<file path="config.mk">
export PLATFORM = sky130hd
export DESIGN_NAME = uart_tx_fifo_flat
export DESIGN_NICKNAME = d
export VERILOG_FILES = /design/src/rtl/uart_tx_fifo_if.sv /design/src/rtl/uart_tx_fifo.sv /design/src/flat_wrapper.sv
export SDC_FILE = /design/constraint.sdc
export NUM_CORES = 1
export LEC_CHECK = 0
export CORE_MARGIN = 5
export CORE_UTILIZATION = 50
export CTS_BUF_LIST = sky130_fd_sc_hd__clkbuf_4
export CTS_CLUSTER_SIZE = 25
export DETAILED_ROUTE_END_ITERATION = 10
export PLACE_DENSITY = 0.74
export SLEW_MARGIN = 20
export SYNTH_ARGS = -nofsm -noshare
export SYNTH_HDL_FRONTEND = slang
export SYNTH_SLANG_ARGS = --single-unit
</file>
<file path="constraint.sdc">
create_clock -name clk -period 2.75 [get_ports clk]
set_input_delay 0.275 -clock clk [delete_from_list [all_inputs] [get_ports clk]]
set_output_delay 0.275 -clock clk [all_outputs]
set_load 0.02 [all_outputs]
</file>
<file path="src/rtl/uart_tx_fifo_if.sv">
// rtl/uart_tx_fifo_if.sv - byte enqueue handshake between the core logic and the UART transmitter
interface uart_tx_fifo_if #(
  parameter int FIFO_DEPTH = 4
);
  localparam int CNT_W = $clog2(FIFO_DEPTH) + 1;

  logic [7:0]       data_in;
  logic             data_valid;
  logic             ready;
  logic [CNT_W-1:0] fifo_count;

  modport master (
    output data_in,
    output data_valid,
    input  ready,
    input  fifo_count
  );

  modport slave (
    input  data_in,
    input  data_valid,
    output ready,
    output fifo_count
  );
endinterface

</file>
<file path="src/rtl/uart_tx_fifo.sv">
// rtl/uart_tx_fifo.sv - 8N1 UART transmitter, LSB first, fed from a small circular byte FIFO
module uart_tx_fifo #(
  parameter int BAUD_RATE  = 115200,
  parameter int CLOCK_FREQ = 50000000,
  parameter int FIFO_DEPTH = 4
) (
  input  logic          clk,
  input  logic          rst,
  uart_tx_fifo_if.slave bus,
  output logic          tx_o,
  output logic          busy_o,
  output logic          tx_done_o
);
  localparam int CLKS_PER_BIT = CLOCK_FREQ / BAUD_RATE;
  // Never narrower than 17 bits so 100 MHz / 1200 baud still fits.
  localparam int BAUD_W = ($clog2(CLKS_PER_BIT) > 17) ? $clog2(CLKS_PER_BIT) : 17;
  localparam int PTR_W  = $clog2(FIFO_DEPTH);
  localparam int CNT_W  = PTR_W + 1;

  localparam logic [BAUD_W-1:0] BIT_LAST = BAUD_W'(CLKS_PER_BIT - 1);
  localparam logic [BAUD_W-1:0] BIT_PRE  = BAUD_W'(CLKS_PER_BIT - 2);
  localparam logic [CNT_W-1:0]  FULL_CNT = CNT_W'(FIFO_DEPTH);

  typedef enum logic [1:0] {IDLE, START, DATA, STOP} state_t;

  state_t            state_q;
  logic [BAUD_W-1:0] baud_q;
  logic [2:0]        bit_q;
  logic [7:0]        shift_q;
  logic              tx_q;
  logic              busy_q;
  logic              done_q;

  logic [7:0]        mem_q [FIFO_DEPTH];
  logic [PTR_W-1:0]  rd_ptr_q;
  logic [PTR_W-1:0]  wr_ptr_q;
  logic [CNT_W-1:0]  count_q;
  logic [CNT_W-1:0]  count_d;

  logic              bit_end;
  logic              push;
  logic              pop;

  assign bit_end = (baud_q == BIT_LAST);
  // Full is judged on the pre-edge count, so a push while full is lost even if a pop frees a slot.
  assign push    = bus.data_valid && (count_q != FULL_CNT);
  // The head is consumed from IDLE, or at the last stop-bit cycle to chain frames with no gap.
  assign pop     = (count_q != '0) && ((state_q == IDLE) || (state_q == STOP && bit_end));

  assign bus.ready      = (count_q != FULL_CNT);
  assign bus.fifo_count = count_q;
  assign tx_o           = tx_q;
  assign busy_o         = busy_q;
  assign tx_done_o      = done_q;

  // Occupancy next state: a simultaneous push and pop leaves the count unchanged.
  always_comb begin
    count_d = count_q;
    if (push && !pop) begin
      count_d = count_q + CNT_W'(1);
    end else if (pop && !push) begin
      count_d = count_q - CNT_W'(1);
    end
  end

  // FIFO pointers and count; pointers wrap naturally since the depth is a power of two.
  always_ff @(posedge clk or posedge rst) begin
    if (rst) begin
      rd_ptr_q <= '0;
      wr_ptr_q <= '0;
      count_q  <= '0;
    end else begin
      if (push) wr_ptr_q <= wr_ptr_q + PTR_W'(1);
      if (pop)  rd_ptr_q <= rd_ptr_q + PTR_W'(1);
      count_q <= count_d;
    end
  end

  // FIFO storage; stale entries are harmless because reset clears the pointers and count.
  always_ff @(posedge clk) begin
    if (push) mem_q[wr_ptr_q] <= bus.data_in;
  end

  // Frame sequencer; tx, busy and tx_done are all flops so the off-chip line never glitches.
  always_ff @(posedge clk or posedge rst) begin
    if (rst) begin
      state_q <= IDLE;
      baud_q  <= '0;
      bit_q   <= '0;
      shift_q <= '0;
      tx_q    <= 1'b1;
      busy_q  <= 1'b0;
      done_q  <= 1'b0;
    end else begin
      done_q <= 1'b0;
      case (state_q)
        IDLE: begin
          tx_q   <= 1'b1;
          busy_q <= 1'b0;
          if (pop) begin
            shift_q <= mem_q[rd_ptr_q];
            baud_q  <= '0;
            tx_q    <= 1'b0;
            busy_q  <= 1'b1;
            state_q <= START;
          end
        end
        START: begin
          if (bit_end) begin
            baud_q  <= '0;
            bit_q   <= '0;
            tx_q    <= shift_q[0];
            state_q <= DATA;
          end else begin
            baud_q <= baud_q + BAUD_W'(1);
          end
        end
        DATA: begin
          if (bit_end) begin
            baud_q <= '0;
            if (bit_q == 3'd7) begin
              tx_q    <= 1'b1;
              state_q <= STOP;
            end else begin
              bit_q <= bit_q + 3'd1;
              tx_q  <= shift_q[bit_q + 3'd1];
            end
          end else begin
            baud_q <= baud_q + BAUD_W'(1);
          end
        end
        STOP: begin
          // Raised one cycle early so the registered pulse lands on the final stop cycle.
          if (baud_q == BIT_PRE) done_q <= 1'b1;
          if (bit_end) begin
            baud_q <= '0;
            if (pop) begin
              shift_q <= mem_q[rd_ptr_q];
              tx_q    <= 1'b0;
              state_q <= START;
            end else begin
              busy_q  <= 1'b0;
              state_q <= IDLE;
            end
          end else begin
            baud_q <= baud_q + BAUD_W'(1);
          end
        end
        default: begin
          tx_q    <= 1'b1;
          busy_q  <= 1'b0;
          state_q <= IDLE;
        end
      endcase
    end
  end
endmodule

</file>
<file path="src/flat_wrapper.sv">
// flat-port wrapper written by rule: the top's interface ports become plain ports
module uart_tx_fifo_flat 
#(
  parameter int BAUD_RATE  = 115200,
  parameter int CLOCK_FREQ = 50000000,
  parameter int FIFO_DEPTH = 4
)
  (clk, rst, tx_o, busy_o, tx_done_o, bus_data_in, bus_data_valid, bus_ready, bus_fifo_count);
  uart_tx_fifo_if #(.FIFO_DEPTH(FIFO_DEPTH)) bus_i ();
  input  logic clk;
  input  logic rst;
  output logic tx_o;
  output logic busy_o;
  output logic tx_done_o;
  input wire logic [$bits(bus_i.data_in)-1:0] bus_data_in;
  input wire logic [$bits(bus_i.data_valid)-1:0] bus_data_valid;
  output wire logic [$bits(bus_i.ready)-1:0] bus_ready;
  output wire logic [$bits(bus_i.fifo_count)-1:0] bus_fifo_count;
  assign bus_i.data_in = bus_data_in;
  assign bus_i.data_valid = bus_data_valid;
  assign bus_ready = bus_i.ready;
  assign bus_fifo_count = bus_i.fifo_count;
  uart_tx_fifo #(.BAUD_RATE(BAUD_RATE), .CLOCK_FREQ(CLOCK_FREQ), .FIFO_DEPTH(FIFO_DEPTH)) u_core (.clk(clk), .rst(rst), .bus(bus_i), .tx_o(tx_o), .busy_o(busy_o), .tx_done_o(tx_done_o));
endmodule
</file>
Word-level counts from Yosys, hierarchy flattened
Memories as Yosys holds them, arrays and structs flattened.
Cells that the tools add are included.
- bits in registers: 40
- bits in writable memories: 32
- input port bits: 11
- word-level logic and storage cells: 88
- memories kept: 1
- $add $sub $neg: 6
- $lt $le $gt $ge: 1
- equality and inequality tests: 15
- mux-type cells: 36
- reductions and logical operators: 19
- memories (memory ; depth ; bits a word ; read ports ; clocked after Yosys merged registers in ; wr ports ; RTL line ; RTL):
    u_core.mem_q ; 4 ; 8 ; 1 ; 0 ; 1 ; uart_tx_fifo.sv:34 ; logic [7:0] mem_q [FIFO_DEPTH];
- operators by type and width (operator ; number):
    $eq 17x9->1 const B ; 2
    $mux 17 ; 2
    $pmux 17 s2 ; 1
    $add 17x1->17 const B ; 1
    $mux 8 ; 2
    $pmux 8 s2 ; 1
    $mux 1 ; 15
    $mux 3 ; 5
    $ne 2x1->1 const B ; 6
    $mux 2 ; 5
    $pmux 2 s4 ; 1
    $reduce_and 4->1 ; 2
    $add 3x1->3 const B ; 2
    $pmux 3 s2 ; 1
    $reduce_bool 2->1 ; 3
    $logic_and 1x1->1 ; 5
    $reduce_and 5->1 ; 1
    $add 2x1->2 const B ; 2
    $eq 2x2->1 const B ; 2
    $lt 3x4->1 const B ; 1
    $ne 2x2->1 const B ; 2
    $pmux 1 s4 ; 1
    $bmux 1 s3 ; 1
    $eq 3x3->1 const B ; 1
    11 further kinds ; 12

Longest topological paths before layout
Gate-level depths: netlist (run 1).
- depth in word-level cells: 7
- depth in mapped cells: 11
- mapped depth without buffers: 11

Worst setup path before layout (run 1)
Ideal clock, no wire load.
- path type: reg2reg
- start point: register u_core.state_q[1]
- end point: register u_core.count_q[1], in the netlist u_core.bus.fifo_count[1]
- library setup time: 0.125 ns
- arrival time: 2.870 ns
- data required time: 2.625 ns
- slack: -0.244 ns
- stages on the path, launching flop included: 10
- buffers on the path: 0
- period minus slack after synthesis: 2.994 ns
- path through: dfrtp_1 ha_1 or4b_2 or4_1 o22ai_2 inv_1 ha_1 inv_1 fa_1 mux2_2
- longest elaborated chain between the ends: 7
- elaborated cells between the ends (all ways): 10
- classes of those cells: 1 x eq/ne; 1 x mux; 8 x reduce/logical
- ends and longest elaborated chain (element ; RTL line ; RTL):
    from (decl) ; uart_tx_fifo.sv:26 ; state_t state_q;
    from (signal assigned) ; uart_tx_fifo.sv:87 ; state_q <= IDLE;
    from (signal assigned) ; uart_tx_fifo.sv:105 ; state_q <= START;
    from (signal assigned) ; uart_tx_fifo.sv:113 ; state_q <= DATA;
    $eq 2x2->1 ; uart_tx_fifo.sv:48 ; assign pop = (count_q != '0) && ((state_q == IDLE) || (state_q == STOP && bit_end));
    $logic_and 1x1->1 ; uart_tx_fifo.sv:48 ;
    $logic_or 1x1->1 * ; uart_tx_fifo.sv:48 ;
    $logic_and 1x1->1 * ; uart_tx_fifo.sv:48 ;
    $logic_not 1->1 * ; uart_tx_fifo.sv:59 ; if (push && !pop) begin
    $logic_and 1x1->1 * ; uart_tx_fifo.sv:59 ;
    $mux 3 * ; uart_tx_fifo.sv:59 ;
    via u_core.count_d[1] ; uart_tx_fifo.sv:38 ; logic [CNT_W-1:0] count_d;
    to (signal assigned) ; uart_tx_fifo.sv:75 ; count_q <= count_d;
    to (decl) ; uart_tx_fifo.sv:37 ; logic [CNT_W-1:0] count_q;
The timed path passes the listed nets; every way through them passes the cells marked *.
A chain may end at the register's enable or synchronous reset.

Worst setup path after layout (run 1)
Same ends and word-level chain as after synthesis.

==> impl_metrics.ini, run 1 <==
[timing]
worst_pin_slew_ps = 893
finalCritPeriodShare_pct = 99.3
fmax_ghz = 0.366
timing.hold.ws_ps = 270
relSlewSlack_pct = 40.2
drv_slew = 0
fin_skew_ps = 14.1
min_period_ps = 2730
setup_viol = 0
grt_setup_unrepaired = true
hold_viol = 0

[floorplanning]
pin_count = 18
die_y_um = 93.2
rows = 30
core_area_um2 = 6760
die_x_um = 93.2
start_util_pct = 51.3
design.die.area_um2 = 8690

[routing]
met3WireLength_um = 253
drt-met1-wl_um = 2930
vias = 2265
wl_per_cell_um = 16.0
drtIter0Drc = 150
ant_nets = 0
firstDrtPassIters = 4
wl_met2_um = 2980
drt-total-wl_um = 6270
viasPerCell = 5.76
highest_layer = met4
drc = 0

[clock_tree]
clock_sinks = 72
cts_root_buffer = clkbuf_4
cts_tree = yes
htree_levels = 3
numCtsBuffers = 9
clk_pin_slew_ps = 130
hold_buffers = 0
cts_resized = 2
clock_path_buffers = 2
cts_setup_buffers = 0
clk_latency_ps = 410

[cells_and_area]
drive_above_1_share_pct = 22.4
final_net_count = 335
diodes = 0
area_growth_pct = 16.5
design_area_um2 = 4040
final_util_pct = 59.7

[setup_path]
crit_path_start_kind = flop
crit_fanout = 2
cp.arrival_ps = 3030
path_buf_inv = 2
cpMaxStageDelayCell = or4_4
worst_setup_path_end_kind = flop
cp_slowest_stage_delay_ps = 540
crit_type = reg -> reg
crit_path_cell_trace = ha_4 > or4b_4 > or4_4 > o22ai_4 > inv_2 > ha_4 > inv_2 > fa_1 > mux2_2
worst_path_dominant_cell_family = simple AND/OR/NAND/NOR gates
cp_data_required_time_ps = 3050

[synthesis]
ys_seq_area_share_pct = 56.7
async_reset_ff_share_pct = 55.6
ys_ff_latch = 72
synth.most_common_cell = dfrtp_1
synthCells = 267
yosysWarnings = 0
synth-edff-count = 32
netlist_area_um2 = 3460
synth.area.top_cells = dfrtp_1 28%, edfxtp_1 28%, mux4_2 6.5%
yosys.area.top_type_share_pct = 28.2
synth_common_cells = 39 x dfrtp_1, 32 x edfxtp_1, 27 x o21ai_0
avgSynthCellArea_um2 = 13.0
syn-num-nets = 294
yosys.area.top_type = dfrtp_1
synth_flop_cell = dfrtp_1
yosysUniqueCellTypes = 46

[global_route]
grt_pass1_wl_um = 10800
grt_overflow = 0
grt_usage_pct = 16.0
grt_pass1_vias = 2214
grt_max_degree = 41
antenna_found_initial = 0

[run_status]
outcome = finished clean

[power]
leakage_nw = 1.62
power_mw = 2.41
powerDensity_nw_per_um2 = 598
ir_drop_mv = 0.564

[placement]
dpl_cell_area_um2 = 3880
port_buffers = 17
dp_hpwl_um = 4480
routabilityCongestion = 0.750

[flow_run]
max_cap_viol_count = 0

[min_path]
hold_class = in -> async
==> per-stage QoR <==
stage / cells / worst slack (ps) / TNS [ps]
after floorplan: 267 / -62.6 / -62.6
after global placement: 377 / 40.6 / 0
after detailed placement: 377 / -11.6 / -11.6
after CTS: 393 / -9.21 / -9.21
after global routing: 393 / -90.1 / -90.1
final: 393 / 19.0 / 0
==> layout by cell type (no fill, tap or decap), types with 2 or more instances in the layout <==
cell type,instances
nand2_1,19
ha_4,2
nor3_1,3
o21ai_0,27
or4_4,3
clkbuf_4,9
mux2_2,5
edfxtp_1,32
inv_1,11
nand4_1,7
mux2_4,8
a31oi_1,3
nor4_1,2
dfrtp_1,39
or3_1,3
ha_1,13
buf_4,20
xnor2_1,4
nand3_1,4
a211oi_1,2
nor2b_1,2
xor2_1,4
and3_1,4
clkdlybuf4s50_1,17
o21ai_1,2
a22o_1,7
inv_6,4
mux4_2,10
inv_2,2
a21oi_1,4
nor2_1,21
==> worst register-to-register path, cell delays in order, from the launching register on <==
cell	delay, ps
dfrtp_1	420
ha_4	140
or4b_4	450
or4_4	540
o22ai_4	150
inv_2	70
ha_4	170
inv_2	40
fa_1	390
mux2_2	260
==> power breakdown <==
part           internal [mW]  switching, mW  total (mW)
Clock                  0.287          0.401       0.688
Sequential              1.27         0.0735        1.34
Combinational          0.175          0.211       0.386
Total                   1.73          0.685        2.41
==> logic make-up after synthesis <==
group,Yosys count,share of synthesized area [%]
compound gates,54,10.0
fa+ha+maj,16,5.99
mux,24,11.9
simple gates,73,11.0
xor+xnor,8,2.02
flops,72,56.7
buf+inv,20,2.38
==> layer usage <==
| metal | global-route usage [%] | vias to the layer above |
|---|---|---|
| met5 | 0 | - |
| met4 | 5.62 | 0 |
| met3 | 4.18 | 11 |
| met2 | 24.4 | 50 |
| met1 | 22.2 | 1120 |
| li1 | - | 1084 |
==> worst paths after layout <==
| check | slack, ps | to | from | cells after the start |
|---|---|---|---|---|
| setup / recovery | 20 | u_core.bus.fifo_count[1] | u_core.state_q[1] | 9 |
| hold / removal | 270 | u_core.busy_o | rst | 3 |
| setup reg to reg | 20 | u_core.bus.fifo_count[1] | u_core.state_q[1] | 9 |
| hold reg to reg | 510 | u_core.busy_o | u_core.busy_o | 1 |
| max in group asynchronous | 2120 | u_core.tx_o | rst | 3 |
| min in group clk | 490 | u_core.mem_q[1][6] | bus_data_in[6] | 1 |
==> flip-flops by register name (all words and copies together), names as in the netlist <==
register and count:
u_core.bit_q 3, u_core.tx_done_o 1, u_core.mem_q 32, u_core.shift_q 8, u_core.busy_o 1, u_core.rd_ptr_q 2, u_core.wr_ptr_q 2, u_core.state_q 2
u_core.bus.fifo_count 3, u_core.tx_o 1, u_core.baud_q 17
==> final cells by class <==
| cell class | instances | area [um^2] |
|---|---|---|
| clock inverter | 7 | 76.3 |
| inverter | 13 | 48.8 |
| timing repair buffer | 37 | 320 |
| multi-input combinational | 175 | 1460 |
| fill | 536 | 2720 |
| sequential | 72 | 1960 |
| clock buffer | 9 | 67.6 |
| tap | 80 | 100 |
No activity file was read; power rests on OpenSTA's default activity.
==> run 2: changes to the inputs <==
CORE_ASPECT_RATIO = 0.9   (was default)
==> run 2 against run 1 <==
The run now ends with negative setup slack left; design area is 0.47% higher; register-to-register slack worse by 20 ps; fmax fell by 0.71%; routed wire length increased by 1.9%; clock-buffer cell count unchanged; first-iteration DRC count down 25%; via count grew 0.93%; power is 1.5% higher; clock power is 3.3% higher; non-clock buffer count up 1; clock skew is 2.2 ps lower; critical endpoint unchanged; largest power group unchanged; highest routed layer unchanged.
==> impl_metrics.ini, run 2 (same netlist as run 1, synthesis figures left out) <==
[global_route]
grt_pass1_vias = 2339
grt_pass1_wl_um = 11100
grt_usage_pct = 16.4
grt_overflow = 0
antenna_found_initial = 0
grt_max_degree = 41

[clock_tree]
clk_pin_slew_ps = 130
clock_path_buffers = 2
clock_sinks = 72
clk_latency_ps = 410
numCtsBuffers = 9
cts_resized = 0
cts_tree = yes
htree_levels = 3
cts_root_buffer = clkbuf_4
hold_buffers = 0

[run_status]
outcome = finished with violations
violations = negative setup slack

[cells_and_area]
n_fill_cell = 533
finalNonFillerCells = 404
seq_area_um2 = 1960
area_growth_pct = 17.0
diodes = 0
multiInputGateArea_um2 = 1450
largest_register_ffs = 32
drive_above_1_share_pct = 22.6
reg_top3 = u_core.mem_q (32), u_core.baud_q (17), u_core.shift_q (8)
final_cell_mix = 39 x dfrtp_1, 32 x edfxtp_1, 27 x o21ai_0
regMostFlops = u_core.mem_q
final_common_cell = dfrtp_1
final_net_count = 336

[routing]
drc = 0
drtIter0Drc = 113
wl_per_cell_um = 15.8
drt-total-wl_um = 6390
vias = 2286
viasPerCell = 5.66
ant_nets = 0
firstDrtPassIters = 4

[floorplanning]
die_y_um = 89.0
design.die.area_um2 = 8700
die_x_um = 97.7
core_area_um2 = 6660
start_util_pct = 52.0
rows = 28
pin_count = 18

[timing]
finalWorstSetupSlack_ps = -0.596
setup_viol = 1
fin_skew_ps = 11.9
min_period_ps = 2750
worst_pin_slew_ps = 856
grt_setup_unrepaired = true
finalCritPeriodShare_pct = 100
fmax_ghz = 0.364
drv_slew = 0
setup_tns_ps = -0.596
relSlewSlack_pct = 42.8
hold_viol = 0

[setup_path]
r2r_cells = 9
crit_type = reg -> reg
path_buf_inv = 2
ff2ff_setup_slack_ps = -0.6
crit_path_cell_trace = ha_4 > or4b_4 > or4_4 > o22ai_4 > inv_1 > ha_2 > inv_2 > fa_1 > mux2_2
worst_path_dominant_cell_family = simple AND/OR/NAND/NOR gates
crit_fanout = 2
cp_slowest_stage_delay_ps = 550
regToRegEndpoint = u_core.bus.fifo_count[1]
reg2reg_from = u_core.state_q[1]
worst_setup_path_end_kind = flop
cp.arrival_ps = 3070
crit_path_start_kind = flop
cpMaxStageDelayCell = or4_4
cp_data_required_time_ps = 3070

[placement]
port_buffers = 17
place_inst = 386
dp_hpwl_um = 4530
routabilityCongestion = 0.800

[power]
leakage_nw = 1.63
powerDensity_nw_per_um2 = 605
power_mw = 2.45
ir_drop_mv = 0.523

[flow_run]
max_cap_viol_count = 0

[min_path]
hold_class = in -> async
run 2: changes by cell type in the layout (fill, tap and decap cells not counted), sizes merged:
cell      delta
buf          +1
clkinvlp     -1
inv          +1
run 2: per-layer routing:
| layer | track usage (%) | wire (um) | vias to the layer above |
|---|---|---|---|
| met1 | 21.8 | 3060 | 1132 |
| met4 | 5.16 | 61 | 0 |
| met3 | 4.60 | 333 | 7 |
| li1 | - | - | 1086 |
| met5 | 0 | 0 | - |
| met2 | 26.8 | 2940 | 61 |
run 2: worst max path at each step:
stage / from / slack, ps / cells after the start / end
global placement: u_core.state_q[1] / 50 / 9 / u_core.bus.fifo_count[1]
floorplan: u_core.state_q[1] / -60 / 9 / u_core.bus.fifo_count[1]
finish: u_core.state_q[1] / -0.6 / 9 / u_core.bus.fifo_count[1]
CTS: u_core.baud_q[11] / -10 / 8 / u_core.bus.fifo_count[1]
global route: u_core.state_q[1] / -90 / 9 / u_core.bus.fifo_count[1]
detailed placement: u_core.baud_q[10] / 0.3 / 8 / u_core.bus.fifo_count[1]
run 2: metrics by stage:
step | util (%) | instance area [um^2] | hold slack (ps) | worst slack [ps]
2_1_floorplan | - | 3490 | 374 | -62.6
5_1_grt | 60.9 | 4050 | 285 | -92.7
3_5_place_dp | 58.4 | 3890 | 490 | 0.252
3_3_place_gp | 58.4 | 3890 | 481 | 48.7
4_1_cts | 60.7 | 4040 | 263 | -12.7
6_report | 60.9 | 4050 | 247 | -0.596
run 2: power breakdown:
group | switching, mW | internal (mW) | leakage (nW)
sequential | 0.0842 | 1.27 | 0.793
combinational | 0.216 | 0.173 | 0.753
clock | 0.413 | 0.298 | 0.0838
run 2: final cells by class:
class | instances | area share [%]
clock inverter | 7 | 2.10
timing repair buffer | 38 | 8.09
inverter | 13 | 1.20
multi-input combinational | 175 | 35.7
tap | 90 | 2.78
clock buffer | 9 | 1.67
sequential | 72 | 48.4
run 2: what timing repair did:
action / in CTS / in global routing
cloned: 0 / 0
setup buffers: 0 / 2
pin swaps: 1 / 3
setup endpoints to repair: 1 / 2
run 2: tightest hold or removal path, stage by stage:
cell	delay [ps]
clkdlybuf4s50_1	390
inv_1	50
buf_4	410
